**src/rtl/uart_tx_arbiter.sv**
```systemverilog
// Round-robin, packet-locking arbiter that feeds one UARTTx instance one byte at a time.
// Build option: define UART_ARB_CRLF_EN to append 0x0D 0x0A after the last byte of every packet.
module uart_tx_arbiter #(
  parameter int unsigned NUM_REQ = 4,
  localparam int unsigned GW = $clog2(NUM_REQ)
) (
  input  logic                 sourceClk,
  input  logic                 reset,
  input  logic [NUM_REQ-1:0]   req_valid_i,
  input  logic [NUM_REQ*8-1:0] req_byte_i,
  input  logic [NUM_REQ-1:0]   req_last_i,
  output logic [NUM_REQ-1:0]   req_ready_o,
  output logic [GW-1:0]        grant_id_o,
  output logic                 busy_o,
  output logic                 uart_cs_o,
  output logic                 uart_tx_en_n_o,
  output logic [7:0]           uart_tx_byte_o,
  input  logic                 uart_tx_complete_i
);

  localparam logic [2:0] StStartup = 3'd0;
  localparam logic [2:0] StArb     = 3'd1;
  localparam logic [2:0] StIssue   = 3'd2;
  localparam logic [2:0] StWait    = 3'd3;
`ifdef UART_ARB_CRLF_EN
  localparam logic [2:0] StSuffix  = 3'd4;
`endif

  logic [2:0]    state_q, state_d;
  logic          cnt_q, cnt_d;
  logic          lock_q, lock_d;
  logic [GW-1:0] rr_q, rr_d;
  logic [GW-1:0] grant_q, grant_d;
  logic          last_q, last_d;
  logic [7:0]    byte_q, byte_d;
`ifdef UART_ARB_CRLF_EN
  logic          sfx_q, sfx_d;  // byte in flight is a suffix byte, not requester data
  logic          lf_q, lf_d;    // suffix byte in flight is 0x0A
`endif

  logic          cand_found;
  logic [GW-1:0] cand_idx;

  // A locked grant only re-offers the owner; otherwise search upward from rr+1 with wrap.
  always_comb begin
    logic [GW-1:0] idx;
    idx        = '0;
    cand_found = 1'b0;
    cand_idx   = grant_q;
    if (lock_q) begin
      cand_found = req_valid_i[grant_q];
    end else begin
      for (int unsigned k = 1; k <= NUM_REQ; k++) begin
        idx = GW'((32'(rr_q) + k) % NUM_REQ);
        if (!cand_found && req_valid_i[idx]) begin
          cand_found = 1'b1;
          cand_idx   = idx;
        end
      end
    end
  end

  always_comb begin
    state_d = state_q;
    cnt_d   = cnt_q;
    lock_d  = lock_q;
    rr_d    = rr_q;
    grant_d = grant_q;
    last_d  = last_q;
    byte_d  = byte_q;
`ifdef UART_ARB_CRLF_EN
    sfx_d   = sfx_q;
    lf_d    = lf_q;
`endif
    case (state_q)
      StStartup: begin
        cnt_d = 1'b1;
        if (cnt_q) state_d = StArb;
      end
      StArb: begin
        if (cand_found) begin
          byte_d  = req_byte_i[8*cand_idx +: 8];
          last_d  = req_last_i[cand_idx];
          grant_d = cand_idx;
          lock_d  = ~req_last_i[cand_idx];
          rr_d    = cand_idx;
          state_d = StIssue;
`ifdef UART_ARB_CRLF_EN
          sfx_d   = 1'b0;
`endif
        end
      end
      StIssue: state_d = StWait;
      StWait: begin
        if (uart_tx_complete_i) begin
`ifdef UART_ARB_CRLF_EN
          if (sfx_q) begin
            if (lf_q) begin
              lock_d  = 1'b0;
              sfx_d   = 1'b0;
              state_d = StArb;
            end else begin
              lf_d    = 1'b1;
              state_d = StSuffix;
            end
          end else if (last_q) begin
            lf_d    = 1'b0;
            state_d = StSuffix;
          end else begin
            state_d = StArb;
          end
`else
          if (last_q) lock_d = 1'b0;
          state_d = StArb;
`endif
        end
      end
`ifdef UART_ARB_CRLF_EN
      StSuffix: begin
        byte_d  = lf_q ? 8'h0A : 8'h0D;
        sfx_d   = 1'b1;
        state_d = StIssue;
      end
`endif
      default: state_d = StStartup;
    endcase
  end

  always_ff @(posedge sourceClk) begin
    if (!reset) begin
      state_q <= StStartup;
      cnt_q   <= 1'b0;
      lock_q  <= 1'b0;
      rr_q    <= '0;
      grant_q <= '0;
      last_q  <= 1'b0;
      byte_q  <= '0;
`ifdef UART_ARB_CRLF_EN
      sfx_q   <= 1'b0;
      lf_q    <= 1'b0;
`endif
    end else begin
      state_q <= state_d;
      cnt_q   <= cnt_d;
      lock_q  <= lock_d;
      rr_q    <= rr_d;
      grant_q <= grant_d;
      last_q  <= last_d;
      byte_q  <= byte_d;
`ifdef UART_ARB_CRLF_EN
      sfx_q   <= sfx_d;
      lf_q    <= lf_d;
`endif
    end
  end

  always_comb begin
    req_ready_o = '0;
`ifdef UART_ARB_CRLF_EN
    if (state_q == StIssue && !sfx_q) req_ready_o[grant_q] = 1'b1;
`else
    if (state_q == StIssue) req_ready_o[grant_q] = 1'b1;
`endif
  end

  assign grant_id_o     = grant_q;
  assign busy_o         = (state_q != StArb) && (state_q != StStartup);
`ifdef UART_ARB_CRLF_EN
  assign uart_cs_o      = (state_q == StIssue) || (state_q == StWait) || (state_q == StSuffix);
`else
  assign uart_cs_o      = (state_q == StIssue) || (state_q == StWait);
`endif
  assign uart_tx_en_n_o = (state_q != StIssue);
  assign uart_tx_byte_o = byte_q;

endmodule
```
**config.mk**
```make
export PLATFORM = sky130hd
export DESIGN_NAME = uart_tx_arbiter
export DESIGN_NICKNAME = d
export VERILOG_FILES = /design/src/rtl/uart_tx_arbiter.sv
export SDC_FILE = /design/constraint.sdc
export NUM_CORES = 1
export LEC_CHECK = 0
export ABC_AREA = 1
export CORE_MARGIN = 3
export CORE_UTILIZATION = 40
export DETAILED_ROUTE_END_ITERATION = 8
export DONT_BUFFER_PORTS = 1
export PLACE_DENSITY = 0.61
export SLEW_MARGIN = 40
export SYNTH_ARGS = -nofsm -noshare
export SYNTH_HDL_FRONTEND = slang
export SYNTH_SLANG_ARGS = --single-unit
export TNS_END_PERCENT = 100
```
**constraint.sdc**
```tcl
create_clock -name sourceClk -period 2.6 [get_ports sourceClk]
set_clock_uncertainty 0.1 [all_clocks]
set_input_delay 0.65 -clock sourceClk [delete_from_list [all_inputs] [get_ports sourceClk]]
set_output_delay 0.65 -clock sourceClk [all_outputs]
set_load 0.01 [all_outputs]
```
# Word level (Yosys, flattened, before mapping)
# Index checks and enable logic that the tools add are counted.
[word_totals]
ff_bits = 16
in_bits = 43
output_inout_bits = 17
word_cells = 79
[op_classes]
n_addsub = 4
order_cmp = 7
n_eq_ne = 9
n_shift = 1
muxes = 36
n_bitwise = 1
n_reduce_logical = 15
[ops]
columns = ["cell", "n"]
rows = [
  ["$shiftx A32 B6 Y8", 1],
  ["$lt A2 B3 Y1 const B", 6],
  ["$mux W1", 18],
  ["$bmux W1 S2", 6],
  ["$pmux W3 S4", 1],
  ["$mux W2", 5],
  ["$mux W3", 3],
  ["$ne A2 B2 Y1 const B", 4],
  ["$eq A3 B2 Y1 const B", 2],
  ["$logic_and A1 B1 Y1", 5],
  ["$add A2 B1 Y2 const B", 2],
  ["$add A2 B2 Y2 const B", 2],
  ["$mux W4", 1],
  ["$reduce_and A4 Y1", 1],
  ["$eq A3 B1 Y1 const B", 1],
  ["$logic_not A1 Y1", 3],
  ["$logic_not A3 Y1", 1],
  ["$ne A3 B1 Y1 const B", 1],
  ["$ne A3 B2 Y1 const B", 1],
  ["$reduce_and A3 Y1", 1],
  ["$reduce_bool A3 Y1", 1],
  ["$demux W1 S2", 1],
  ["$ge A2 B1 Y1 const B", 1],
  ["$pmux W1 S2", 1],
  ["4 further kinds", 4],
]

# Longest topological paths before layout
[logic_depth]
ltp_word = 22
ltp_mapped = 18

# Worst setup path after synthesis
# OpenSTA, ideal clock, no wires.
[synth_timing]
kind = "register to register"
from = "register grant_q[0], in the netlist grant_id_o[0]"
to = "register byte_q[6], in the netlist uart_tx_byte_o[6]"
arrival_time_ns = 2.056
t_required_ns = 2.391
path_slack_ns = 0.335
stages_incl_launch_ff = 19
path_buffers = 2
cell_sequence = "dfxtp_1 buf_6 inv_8 ha_1 inv_2 nand3_2 nand2_2 inv_2 nand3_2 nand2_1 nand2_2 nand2_4 nand2_4 buf_6 nand2_2 nand3_1 nand3_1 nand2_1 inv_1"
[synth_between]
elab_chain_len = 18
elab_cells_between_ends = 35
[synth_rtl]
columns = ["element", "line", "rtl"]
rows = [
  ["start, declared", "33", "logic [GW-1:0] grant_q, grant_d;"],
  ["start signal, assigned", "147", "grant_q <= grant_d;"],
  ["$add A2 B1 Y2", "n/a", ""],
  ["$bmux W1 S2", "n/a", ""],
  ["$mux W1 (3 in series)", "n/a", ""],
  ["$logic_not A1 Y1", "n/a", ""],
  ["$logic_and A1 B1 Y1", "n/a", ""],
  ["$mux W1 (2 in series)", "n/a", ""],
  ["$logic_not A1 Y1", "n/a", ""],
  ["$logic_and A1 B1 Y1", "n/a", ""],
  ["$mux W1 (2 in series)", "n/a", ""],
  ["$logic_not A1 Y1", "n/a", ""],
  ["$logic_and A1 B1 Y1", "n/a", ""],
  ["$mux W2 or $mux W1 (tied branches)", "n/a", ""],
  ["$mux W2 or $mux W1 (tied branches)", "50", "if (lock_q) begin"],
  ["$shiftx A32 B6 Y8 or $reduce_and A2 Y1 (tied branches)", "n/a", ""],
  ["end signal, assigned", "149", "byte_q <= byte_d;"],
  ["end, declared", "35", "logic [7:0] byte_q, byte_d;"],
]
# Parallel ways exist; a longest one is shown, timed or not. The select of a mux whose other input is x is not followed.
# A chain may end at the register's enable or synchronous reset.

# Worst setup path after layout
[layout_timing]
from = "register grant_q[0], in the netlist grant_id_o[0]"
to = "register lock_q"
[layout_between]
elab_chain_len = 22
elab_cells_between_ends = 40
[layout_rtl]
columns = ["element", "line", "rtl"]
rows = [
  ["$add A2 B1 Y2", "n/a", ""],
  ["$bmux W1 S2", "n/a", ""],
  ["$mux W1 (3 in series)", "n/a", ""],
  ["$logic_not A1 Y1", "n/a", ""],
  ["$logic_and A1 B1 Y1", "n/a", ""],
  ["$mux W1 (2 in series)", "n/a", ""],
  ["$logic_not A1 Y1", "n/a", ""],
  ["$logic_and A1 B1 Y1", "n/a", ""],
  ["[... 3 more ...]", "n/a", ""],
  ["$logic_and A1 B1 Y1", "n/a", ""],
  ["$mux W2", "55", "if (!cand_found && req_valid_i[idx]) begin"],
  ["$mux W2", "50", ""],
  ["$bmux W1 S2", "85", "lock_d = ~req_last_i[cand_idx];"],
  ["$mux W1 (not written as such)", "85", ""],
  ["$not A1 Y1", "85", ""],
  ["$mux W1", "81", "if (cand_found) begin"],
  ["$pmux W1 S2", "75", "case (state_q)"],
  ["end signal, assigned", "145", "lock_q <= lock_d;"],
  ["end, declared", "31", "logic lock_q, lock_d;"],
]
# Parallel ways exist; a longest one is shown, timed or not. The select of a mux whose other input is x is not followed.

==> metrics <==
first-pass GRT wire length 5730 um; via count 1459; Synth Warn # 0; Routability Congestion slightly below 0.8; crit path time final between 2000 and 2500 ps; share of layout cells above drive strength 1 0.107; Initial Util 0.435; worst skew pair latency approximately 250 ps; diode count 0; CTS buffer count 3; FP Rows 21; FMAX 429 MHz; Layout area overhead 5.11%; number of buffers and inverters on the critical path 3; CP max FO 19; Slew @ Worst Pin 431 ps; Placed Instances 294; IO Port Bufs 0; Die Span Y 67.6 um; WL final 3630 um; CTS tree built; die area 4570 um2; DR DRC count 0; Max-slew headroom 0.712; hold path depth 2; most common cell after layout, fill and taps aside nand2_1; DR WL/cell 12.2 um; r2r setup slk 270 ps; Max stage delay cell, worst path dfxtp_1; Total GRT Usage 0.164; max incr delay on CP 430 ps; largest net degree at the start of global routing 23; origin of the critical flop-to-flop path grant_id_o[0]; worst path cell trace inv_8, ha_1, inv_2, nand3_2, nand2_2, inv_2, nand3_2, nand2_1, nand2_2, nand2_4, nand2_8, nand2_1, nand3_1, nand3_1, a21oi_1; run status complete, no violations; WHS Endpoint cnt_q; Finished Layout Cells around 300; most frequent cells in the layout nand2_1 (61), inv_1 (47), nand3_1 (40); Top Ports 60; synth top area cells dfxtp_1 (20%), nand2_1 (15%), nand3_1 (13%), inv_1 (12%), nand3b_1 (7.9%); Clock Path Buffers 2; final setup violating endpoints 0; worst hold path class reg2reg; GRT overflow 0; Syn Area/Cell between 6 and 7 um2; R2R depth 15; CP endpoint kind flop; RSZ-0062 raised after global routing false; r2r endpoint lock_q; clk sinks 15; Clk Tree Root Cell clkbuf_8; Hold Vio Cnt, Final 0; Setup CP Type reg2reg; final slew viol count 0; share of the yosys chip area belonging to registers 0.198; post-layout instance area 1600 um2; Synth Cell Area 1520 um2; Sum Neg Setup Slack 0 ps; cts hold-fix bufs 0; post-synth top area share 0.198; die width 67.6 um; final cycle utilization of the critical path 0.896; Core ar. ~3500 um2; ANT nets after route 0; unique cell type count in the Yosys netlist 23; HPWL after DPL ~2800 um; vias in the first global route 1276; worst hold start cnt_q; Initial DRC Count 87; via/cell ratio 4.90; worst hold slack 381 ps; CP arrival 2350 ps; nets 305; initial antenna violation count 0; cell count after synthesis 253; H-tree depth reported by CTS 1; Clock transition at path regs 60 ps; MaxCap Viol Count 0; flops & latches, synth 15; critical path launch point type flop; Synth area leader dfxtp_1; syn nets ~300; Critical Path RT 2620 ps; Post-DP Area 1540 um2; Pre-antenna DRT Iters 4; critical path's top delay family simple AND/OR/NAND/NOR gates
flip-flops by register name (all words and copies together), names as in the netlist:
signal          flops
grant_id_o          2
last_q              1
cnt_q               1
state_q             2
uart_tx_byte_o      8
lock_q              1
through the flow:
step | setup WS [ps] | utilization
after floorplan | 335 | -
after global placement | 254 | 0.441
after detailed placement | 227 | 0.441
after CTS | 213 | 0.454
after global routing | 48.4 | 0.457
final | 271 | 0.457
cell families (layout without fill, tap and decap cells):
family          count (synthesis)  count (layout)  synth area share
buf+inv                        59              58             0.166
simple gates                  158             158             0.520
fa+ha+maj                       9               9            0.0741
flops                          15              15             0.198
compound gates                 12              12            0.0420
layer usage:
| metal | global-route usage | vias up | wire (um) |
|---|---|---|---|
| li1 | - | 783 | - |
| met1 | 0.199 | 617 | 1600 |
| met2 | 0.287 | 57 | 1690 |
| met3 | 0.0549 | 2 | 334 |
| met4 | 0.0228 | 0 | 13 |
| met5 | 0 | - | 0 |
worst register-to-register path, cell delays in order, from the launching register on:
cell     delay (ps)
dfxtp_1         430
inv_8            80
ha_1            410
inv_2            70
nand3_2         100
nand2_2          60
inv_2            80
nand3_2          70
nand2_1          70
nand2_2          60
nand2_4         200
nand2_8         150
nand2_1          90
nand3_1          90
nand3_1          90
a21oi_1          60
cell type report:
class	count	area, um2
Clock buffer	3	41.3
Clock inverter	1	5.00
Fill cell	382	1900
Inverter	52	203
Multi-Input combinational cell	179	975
Sequential cell	15	300
Tap cell	46	57.6
Timing Repair Buffer	2	15.0
worst max-delay path by stage:
stage,startpoint,endpoint,slack [ps],cells past startpoint
after floorplan,grant_id_o[0],uart_tx_byte_o[6],330,18
after global placement,grant_id_o[0],uart_tx_byte_o[7],250,15
after detailed placement,grant_id_o[0],lock_q,230,15
after CTS,grant_id_o[0],last_q,210,15
after global routing,grant_id_o[0],uart_tx_byte_o[7],50,15
final,grant_id_o[0],lock_q,270,15
cells in the mapped netlist, drive strengths merged:
cell type	count
o22ai	1
ha	9
nand3	43
dfxtp	15
a21oi	5
inv	52
clkbuf	2
nand4	3
nor2	22
nand2	74
a21boi	1
buf	5
o21ai	5
nand3b	16
what timing repair did:
action,4_1_cts,5_1_grt
gates resized for setup,0,1
buffers inserted,0,0
setup endpoints to repair,0,1
Power is not shown: default switching activity piles up to over one toggle a cycle in this logic, so the estimate is an artifact.
